===== src/rtl/spi_reg_bank.sv =====
// Mode-0 SPI slave register bank with all SPI pins oversampled into clk.
// Optional read-back path enabled by defining SPI_REG_READBACK_EN.
module spi_reg_bank #(
  parameter int              DATA_W      = 8,
  parameter int              ADDR_W      = 7,
  parameter int              NUM_REGS    = 5,
  parameter int              SYNC_STAGES = 2,
  parameter logic [DATA_W-1:0] RESET_VAL = '0
) (
  input  logic                         clk,
  input  logic                         rst,
  input  logic                         sclk,
  input  logic                         cs_n,
  input  logic                         copi,
  output logic                         cipo,
  output logic [NUM_REGS*DATA_W-1:0]   regs,
  output logic [NUM_REGS-1:0]          wr_strobe,
  output logic                         frame_err
);

  localparam int FRAME_W = 1 + ADDR_W + DATA_W;
  localparam int CNT_W   = $clog2(FRAME_W + 2);
  localparam int FLUSH   = SYNC_STAGES + 1;
  localparam int FL_W    = $clog2(FLUSH + 1);
  localparam logic [ADDR_W:0] NUM_REGS_W = (ADDR_W + 1)'(NUM_REGS);

  typedef enum logic [1:0] {ST_IDLE, ST_SHIFT, ST_COMMIT} state_t;

  logic [SYNC_STAGES-1:0] sclk_sync_reg, cs_sync_reg, copi_sync_reg;
  logic                   sclk_d_reg, cs_d_reg;
  logic [FL_W-1:0]        flush_cnt_reg;
  logic                   armed_reg;
  logic                   sclk_s, cs_s, copi_s;
  logic                   sclk_rise, cs_fall, cs_rise;

  state_t                 state_reg, state_next;
  logic                   clear_en, shift_en, commit_en;
  logic [CNT_W-1:0]       bit_cnt_reg;
  logic [FRAME_W-1:0]     rx_shift_reg;
  logic                   rx_rw;
  logic [ADDR_W-1:0]      rx_addr;
  logic [DATA_W-1:0]      rx_data;
  logic                   frame_ok, wr_hit;
  logic [NUM_REGS-1:0]    wr_sel;
  logic [NUM_REGS-1:0]    wr_strobe_reg;
  logic                   frame_err_reg;
  logic [DATA_W-1:0]      reg_word [NUM_REGS];

  always_ff @(posedge clk or posedge rst) begin
    if (rst) begin
      sclk_sync_reg <= '0;
      cs_sync_reg   <= '1;
      copi_sync_reg <= '0;
      sclk_d_reg    <= 1'b0;
      cs_d_reg      <= 1'b1;
    end else begin
      sclk_sync_reg <= {sclk_sync_reg[SYNC_STAGES-2:0], sclk};
      cs_sync_reg   <= {cs_sync_reg[SYNC_STAGES-2:0], cs_n};
      copi_sync_reg <= {copi_sync_reg[SYNC_STAGES-2:0], copi};
      sclk_d_reg    <= sclk_sync_reg[SYNC_STAGES-1];
      cs_d_reg      <= cs_sync_reg[SYNC_STAGES-1];
    end
  end

  assign sclk_s = sclk_sync_reg[SYNC_STAGES-1];
  assign cs_s   = cs_sync_reg[SYNC_STAGES-1];
  assign copi_s = copi_sync_reg[SYNC_STAGES-1];

  // A chip select already low at reset release must not look like a new frame:
  // cs_fall is only honoured after cs_n has been seen high past the flush.
  always_ff @(posedge clk or posedge rst) begin
    if (rst) begin
      flush_cnt_reg <= '0;
      armed_reg     <= 1'b0;
    end else begin
      if (flush_cnt_reg != FL_W'(FLUSH))
        flush_cnt_reg <= flush_cnt_reg + 1'b1;
      armed_reg <= armed_reg | ((flush_cnt_reg == FL_W'(FLUSH)) & cs_s & cs_d_reg);
    end
  end

  assign sclk_rise = sclk_s & ~sclk_d_reg;
  assign cs_fall   = armed_reg & cs_d_reg & ~cs_s;
  assign cs_rise   = cs_s & ~cs_d_reg;

  always_ff @(posedge clk or posedge rst) begin
    if (rst) state_reg <= ST_IDLE;
    else     state_reg <= state_next;
  end

  always_comb begin
    state_next = state_reg;
    case (state_reg)
      ST_IDLE:   if (cs_fall) state_next = ST_SHIFT;
      ST_SHIFT:  if (cs_rise) state_next = ST_COMMIT;
      ST_COMMIT: state_next = ST_IDLE;
      default:   state_next = ST_IDLE;
    endcase
  end

`ifdef SPI_REG_READBACK_EN
  logic sclk_fall, fall_en;
  assign sclk_fall = ~sclk_s & sclk_d_reg;
`endif

  always_comb begin
    clear_en  = (state_reg == ST_IDLE) & cs_fall;
    shift_en  = (state_reg == ST_SHIFT) & sclk_rise & ~cs_rise;
    commit_en = (state_reg == ST_COMMIT);
`ifdef SPI_REG_READBACK_EN
    fall_en   = (state_reg == ST_SHIFT) & sclk_fall & ~cs_rise;
`endif
  end

  always_ff @(posedge clk or posedge rst) begin
    if (rst) begin
      bit_cnt_reg  <= '0;
      rx_shift_reg <= '0;
    end else if (clear_en) begin
      bit_cnt_reg  <= '0;
      rx_shift_reg <= '0;
    end else if (shift_en) begin
      rx_shift_reg <= {rx_shift_reg[FRAME_W-2:0], copi_s};
      if (bit_cnt_reg != CNT_W'(FRAME_W + 1))
        bit_cnt_reg <= bit_cnt_reg + 1'b1;
    end
  end

  assign rx_rw    = rx_shift_reg[FRAME_W-1];
  assign rx_addr  = rx_shift_reg[FRAME_W-2 -: ADDR_W];
  assign rx_data  = rx_shift_reg[DATA_W-1:0];
  assign frame_ok = (bit_cnt_reg == CNT_W'(FRAME_W));
  assign wr_hit   = commit_en & frame_ok & rx_rw & ({1'b0, rx_addr} < NUM_REGS_W);

  generate
    for (genvar gi = 0; gi < NUM_REGS; gi++) begin : g_reg
      logic [DATA_W-1:0] value_reg;

      assign wr_sel[gi] = wr_hit & (rx_addr == ADDR_W'(gi));

      always_ff @(posedge clk or posedge rst) begin
        if (rst)             value_reg <= RESET_VAL;
        else if (wr_sel[gi]) value_reg <= rx_data;
      end

      assign reg_word[gi]                 = value_reg;
      assign regs[gi*DATA_W +: DATA_W]    = value_reg;
    end
  endgenerate

  // Strobe and frame error are registered so they line up with the register update.
  always_ff @(posedge clk or posedge rst) begin
    if (rst) begin
      wr_strobe_reg <= '0;
      frame_err_reg <= 1'b0;
    end else begin
      wr_strobe_reg <= wr_sel;
      frame_err_reg <= commit_en & ~frame_ok;
    end
  end

  assign wr_strobe = wr_strobe_reg;
  assign frame_err = frame_err_reg;

`ifdef SPI_REG_READBACK_EN
  logic [ADDR_W:0]   hdr;
  logic              load_en;
  logic [DATA_W-1:0] rd_word;
  logic [DATA_W-1:0] tx_shift_reg;
  logic              rd_active_reg;
  logic              cipo_reg;

  // Header completes on the rise that shifts in the last address bit.
  assign hdr     = {rx_shift_reg[ADDR_W-1:0], copi_s};
  assign load_en = shift_en & (bit_cnt_reg == CNT_W'(ADDR_W));

  always_comb begin
    rd_word = '0;
    for (int i = 0; i < NUM_REGS; i++)
      if (hdr[ADDR_W-1:0] == ADDR_W'(i)) rd_word = reg_word[i];
  end

  always_ff @(posedge clk or posedge rst) begin
    if (rst) begin
      tx_shift_reg  <= '0;
      rd_active_reg <= 1'b0;
      cipo_reg      <= 1'b0;
    end else if (state_next != ST_SHIFT || clear_en) begin
      rd_active_reg <= 1'b0;
      cipo_reg      <= 1'b0;
    end else if (load_en) begin
      tx_shift_reg  <= rd_word;
      rd_active_reg <= ~hdr[ADDR_W];
    end else if (fall_en && rd_active_reg) begin
      cipo_reg     <= tx_shift_reg[DATA_W-1];
      tx_shift_reg <= {tx_shift_reg[DATA_W-2:0], 1'b0};
    end
  end

  assign cipo = cipo_reg;
`else
  assign cipo = 1'b0;
`endif

endmodule


===== config.mk =====
export PLATFORM = sky130hd
export DESIGN_NAME = spi_reg_bank
export DESIGN_NICKNAME = d
export VERILOG_FILES = /design/src/rtl/spi_reg_bank.sv
export SDC_FILE = /design/constraint.sdc
export NUM_CORES = 1
export LEC_CHECK = 0
export ABC_AREA = 1
export BUFFER_PORTS_ARGS = -buffer_cell sky130_fd_sc_hd__buf_2
export CORE_ASPECT_RATIO = 0.75
export CORE_MARGIN = 10
export CORE_UTILIZATION = 25
export DETAILED_ROUTE_END_ITERATION = 12
export GPL_TIMING_DRIVEN = 0
export PLACE_DENSITY_LB_ADDON = 0.3
export SKIP_CTS_REPAIR_TIMING = 1
export SYNTH_ARGS = -nofsm -noshare
export SYNTH_HDL_FRONTEND = slang
export SYNTH_SLANG_ARGS = --single-unit

===== constraint.sdc =====
create_clock -name clk -period 3.1 [get_ports clk]
set_input_delay 0.31 -clock clk [delete_from_list [all_inputs] [get_ports clk]]
set_output_delay 0.31 -clock clk [all_outputs]
set_load 0.02 [all_outputs]

### Yosys cells after proc, flatten, opt, wreduce, memory -nomap -nowiden

Index checks and enable logic that the tools add are counted.

* $add $sub $neg: 2
* magnitude comparators: 1
* equality and inequality tests: 12
* multiplexer cells: 8
* bitwise gates (word level): 24
* reduce and logical (&&, ||, !) cells: 6

Operator list (count)
* $mux W16: 2
* $and A1 B1 Y1: 18
* $mux W5: 3
* $eq A7 B2 Y1 const B: 2
* $eq A7 B1 Y1 const B: 1
* $eq A7 B3 Y1 const B: 1
* $logic_not A7 Y1: 1
* $lt A7 B3 Y1 const B: 1
* $ne A2 B2 Y1 const B: 3
* $add A5 B1 Y5 const B: 1
* $eq A5 B5 Y1 const B: 1
* $ne A5 B5 Y1 const B: 1
* $not A1 Y1: 5
* $eq A2 B2 Y1 const B: 2
* $mux W2: 2
* $pmux W2 S2: 1
* $reduce_and A2 Y1: 2
* $reduce_bool A2 Y1: 2
* $add A2 B1 Y2 const B: 1
* $eq A2 B1 Y1 const B: 1
* $logic_not A2 Y1: 1
* $or A1 B1 Y1: 1

* bits in registers: 80
* input port bits: 5
* output and inout bits: 47
* word-level logic and storage cells: 70

### Depth between registers and ports, before layout

* word-level depth: 6
* depth in mapped cells: 9
* depth with buffers taken out: 9

### Worst setup path before layout

OpenSTA, ideal clock, no wires.

* kind: reg-to-reg
* from: register bit_cnt_reg[0]
* to: register g_reg[2].value_reg[0]
* library setup time: 117 ps
* arrival: 1329 ps
* required time: 2983 ps
* setup slack: 1654 ps
* cell stages (with the launch flop): 10
* path buffers: 0
* period minus slack after synthesis: 1446 ps
* path through: dfrtp_1 > inv_1 > ha_1 > nand3_2 > inv_2 > nand2_2 > nor2_4 > nand2_4 > nand2_1 > nand2_1

* longest elaborated chain between the ends: 5

RTL lines
* from (decl): RTL line 38 `logic [CNT_W-1:0] bit_cnt_reg;`
* from (signal assigned): RTL line 125 `bit_cnt_reg <= bit_cnt_reg + 1'b1;`
* $eq A5 B5 Y1: RTL line 132 `assign frame_ok = (bit_cnt_reg == CNT_W'(FRAME_W));`
* $and A1 B1 Y1 (3 in a row): RTL line 133 `assign wr_hit = commit_en & frame_ok & rx_rw & ({1'b0, rx_addr} < NUM_REGS_W);`
* $and A1 B1 Y1: RTL line 139 `assign wr_sel[gi] = wr_hit & (rx_addr == ADDR_W'(gi));`
* to (signal assigned): RTL line 143 `else if (wr_sel[gi]) value_reg <= rx_data;`
* to (decl): RTL line 137 `logic [DATA_W-1:0] value_reg;`

No other way between the ends.
A chain may end at the register's enable or synchronous reset.

### Worst setup path in the final report

* from: register cs_d_reg
* to: register bit_cnt_reg[0]

* longest elaborated chain between the ends: 6
* elaborated cells between the ends (all ways): 11
* classes of those cells: 1 x mux; 7 x bitwise; 3 x reduce/logical

RTL lines
* from (decl): RTL line 30 `logic sclk_d_reg, cs_d_reg;`
* from (signal assigned): RTL line 61 `cs_d_reg <= cs_sync_reg[SYNC_STAGES-1];`
* $not A1 Y1: RTL line 84 `assign cs_rise = cs_s & ~cs_d_reg;`
* $and A1 B1 Y1: RTL line 84
* $not A1 Y1: RTL line 108 `shift_en = (state_reg == ST_SHIFT) & sclk_rise & ~cs_rise;`
* $and A1 B1 Y1: RTL line 108
* $reduce_bool A2 Y1 (no line)
* $reduce_and A2 Y1 (no line)

Parallel ways exist; a longest one is shown, timed or not.

==> metrics <==
Syn-to-layout area delta 24.85%; hold crit path type in2reg; Worst Reg-to-Reg Cells 7; setup TNS 0 ps; antenna violations before repair 0; io pins 52; Tot GR Track Use 0.09065; Worst Skew approximately 4.1 ps; GRT overflow 0; share of cells above drive strength 1 0.2389; Placement Cell Area 3792 sq um; critical path type reg2reg; Stages on worst setup path 7; CP peak stage delay approximately 540 ps; Die Wd around 150 um; drt total wl around 8 mm; TritonCTS clock tree done; clock buffer depth 2; initial core utilization 0.2542; Slew Limit Fails 0; core area around 13,000 sq um; Ant. Diodes 0; Antenna Nets Post-Route 0; Crit. End Element register; Synth Instances 338; maximum VDD drop 266.6 uV; number of vias per cell about 4.3; Required @ worst endpoint approximately 3300 ps; Startpoint Class register; GPL Wtd Cong ~0.8; Mapped Nets 347; commonest non-fill, non-tap cell in the layout nand2_1; P_int approximately 1.8 mW; Sw Pwr 0.5056 mW; H-tree depth 3; detailed-route DRC error count 0; Top Family by Delay on Critical Path simple AND/OR/NAND/NOR gates; RSZ-0062 raised after global routing false; routed vias about 2,500; commonest non-fill, non-tap cells in the layout 100 x nand2_1, 77 x dfrtp_1, 53 x buf_2; Power Density about 570 nW/um^2; adder-cell share of the synthesized area 0.01517; total of max-cap violations 0; vias in the first global route approximately 2,500; worst-path fanout max 9; combinational power share 0.051; clock net sink count 80; Reg clk slew, reported paths approximately 60 ps; Post-Synth XOR/XNOR Area 0.01062; largest net degree at the start of global routing 60; WP buf/inv 2; die area between 15,000 and 20,000 sq um; syn_area_per_cell just under 10 sq um; # rows 36; sequential-to-total area share from yosys stat 0.6081; CTS buffer count 9; first-pass GRT wire length roughly 14 mm; hold depth 1; Final nets approximately 400; Final period util 0.5500; Switching Fraction 0.2161; mux contribution to synthesized area 0.003414; DR iter-0 viols between 100 and 150; Fill cells 1,384; Synthesis Warnings 0; Clock power frac 0.477; Final setup viols 0; Clk Latency, worst-skew pair approximately 330 ps; # port buffers 50; Critical Path AT 1920 ps; Routed WL per cell between 10 and 15 um; Simple-Gate Fraction of Synth Area 0.2796; post-synth cell types 29; sequential power share 0.472; largest family of logic cells by synthesized area simple AND/OR/NAND/NOR gates; crit path max-delay cell type dfstp_2; DRT Pass-1 Iters 4; root buf cell clkbuf_16; final hold violation count 0; compound-cell area share of the yosys netlist 0.03187; max reg flops 40; leakage dissipation 2.259 nW; Final min period 1705 ps; Die Y approximately 120 um; Syn Std Cell Area approximately 3300 sq um; outcome finished clean; fmax 586.5 MHz; post-route cell area just over 4000 sq um; dpl hpwl roughly 5.9 mm; Synth Register Bits 80; crit-path cells inv_1, nand2_1, nand3_2, nor2_1, inv_1, nand3_1, nand2_1
Yosys cell counts (all sizes together):
| cell type | instances | area (sq um) |
|---|---|---|
| dfstp | 3 | 78.83 |
| buf | 6 | 41.28 |
| a31o | 1 | 8.760 |
| o22ai | 13 | 81.33 |
| nor3 | 3 | 26.28 |
| ha | 4 | 50.05 |
| nand3 | 44 | 230.2 |
| nand2 | 104 | 405.4 |
| xor2 | 1 | 8.760 |
| mux2 | 1 | 11.26 |
| dfrtp | 77 | 1927 |
| xnor2 | 3 | 26.28 |
| nand4 | 18 | 125.1 |
| nor2 | 23 | 135.1 |
| o21ai | 3 | 15.01 |
| conb | 1 | 3.750 |
| clkbuf | 2 | 7.510 |
| inv | 31 | 116.4 |
power groups by stage:
stage	Combinational, mW	Clock, mW	Sequential [mW]
6_report	0.118	1.12	1.10
4_1_cts	0.121	1.15	1.10
3_5_place_dp	0.120	0	1.12
3_3_place_gp	0.109	0	1.12
2_1_floorplan	0.0852	0	1.11
5_1_grt	0.136	1.20	1.11
routing by layer:
| layer | up-vias | track usage | part of all wire |
|---|---|---|---|
| met3 | 6 | 0.03380 | 0.071 |
| met5 | - | 0 | 0 |
| li1 | 1241 | - | - |
| met2 | 66 | 0.1238 | 0.41 |
| met1 | 1178 | 0.1276 | 0.51 |
| met4 | 0 | 0.03032 | 0.0067 |
final timing paths:
check | startpoint | end | slack (ps)
max in group asynchronous | rst | cs_d_reg | 1990
min | cs_n | cs_sync_reg[0] | 70
min reg2reg | sclk_sync_reg[0] | sclk_sync_reg[1] | 350
max | cs_d_reg | bit_cnt_reg[0] | 1400
max reg2reg | cs_d_reg | bit_cnt_reg[0] | 1400
min in group asynchronous | rst | wr_strobe[0] | 480
cell type report:
| cell class | instances | area (sq um) | share of cell area |
|---|---|---|---|
| sequential | 80 | 2006 | 0.4871 |
| timing repair buffer | 52 | 287.8 | 0.06989 |
| buffer | 8 | 48.80 | 0.01185 |
| tap | 171 | 214.0 | 0.05196 |
| inverter | 31 | 118.9 | 0.02887 |
| clock inverter | 3 | 65.06 | 0.01580 |
| multi-input combinational | 219 | 1127 | 0.2738 |
| clock buffer | 13 | 250.2 | 0.06077 |
worst reg2reg max path, delay by kind of cell, from the launching register on:
| kind | cells | cell delay [ps] |
|---|---|---|
| buf+inv | 2 | 240 |
| flops | 1 | 540 |
| simple gates | 5 | 810 |
kinds of logic after synthesis:
group | count (synthesis)
XOR/XNOR | 4
adder cells (fa/ha/maj) | 4
flip-flops | 80
buffers and inverters | 39
AO/OA/AOI/OAI | 17
AND/OR/NAND/NOR | 192
multiplexers | 1
other | 1
per-stage QoR:
step | power (mW) | hold slack (ps) | instances | setup slack, ps | util
floorplan | 1.196 | 314.5 | 338 | 743.2 | -
global placement | 1.231 | 334.8 | 559 | -244.8 | 0.2900
detailed placement | 1.243 | 293.3 | 560 | 1409 | 0.2923
CTS | 2.377 | -69.71 | 576 | 1397 | 0.3166
global route | 2.445 | 60.10 | 577 | 1216 | 0.3174
finish | 2.339 | 72.92 | 577 | 1395 | 0.3174
No activity file was read; power rests on OpenSTA's default activity.
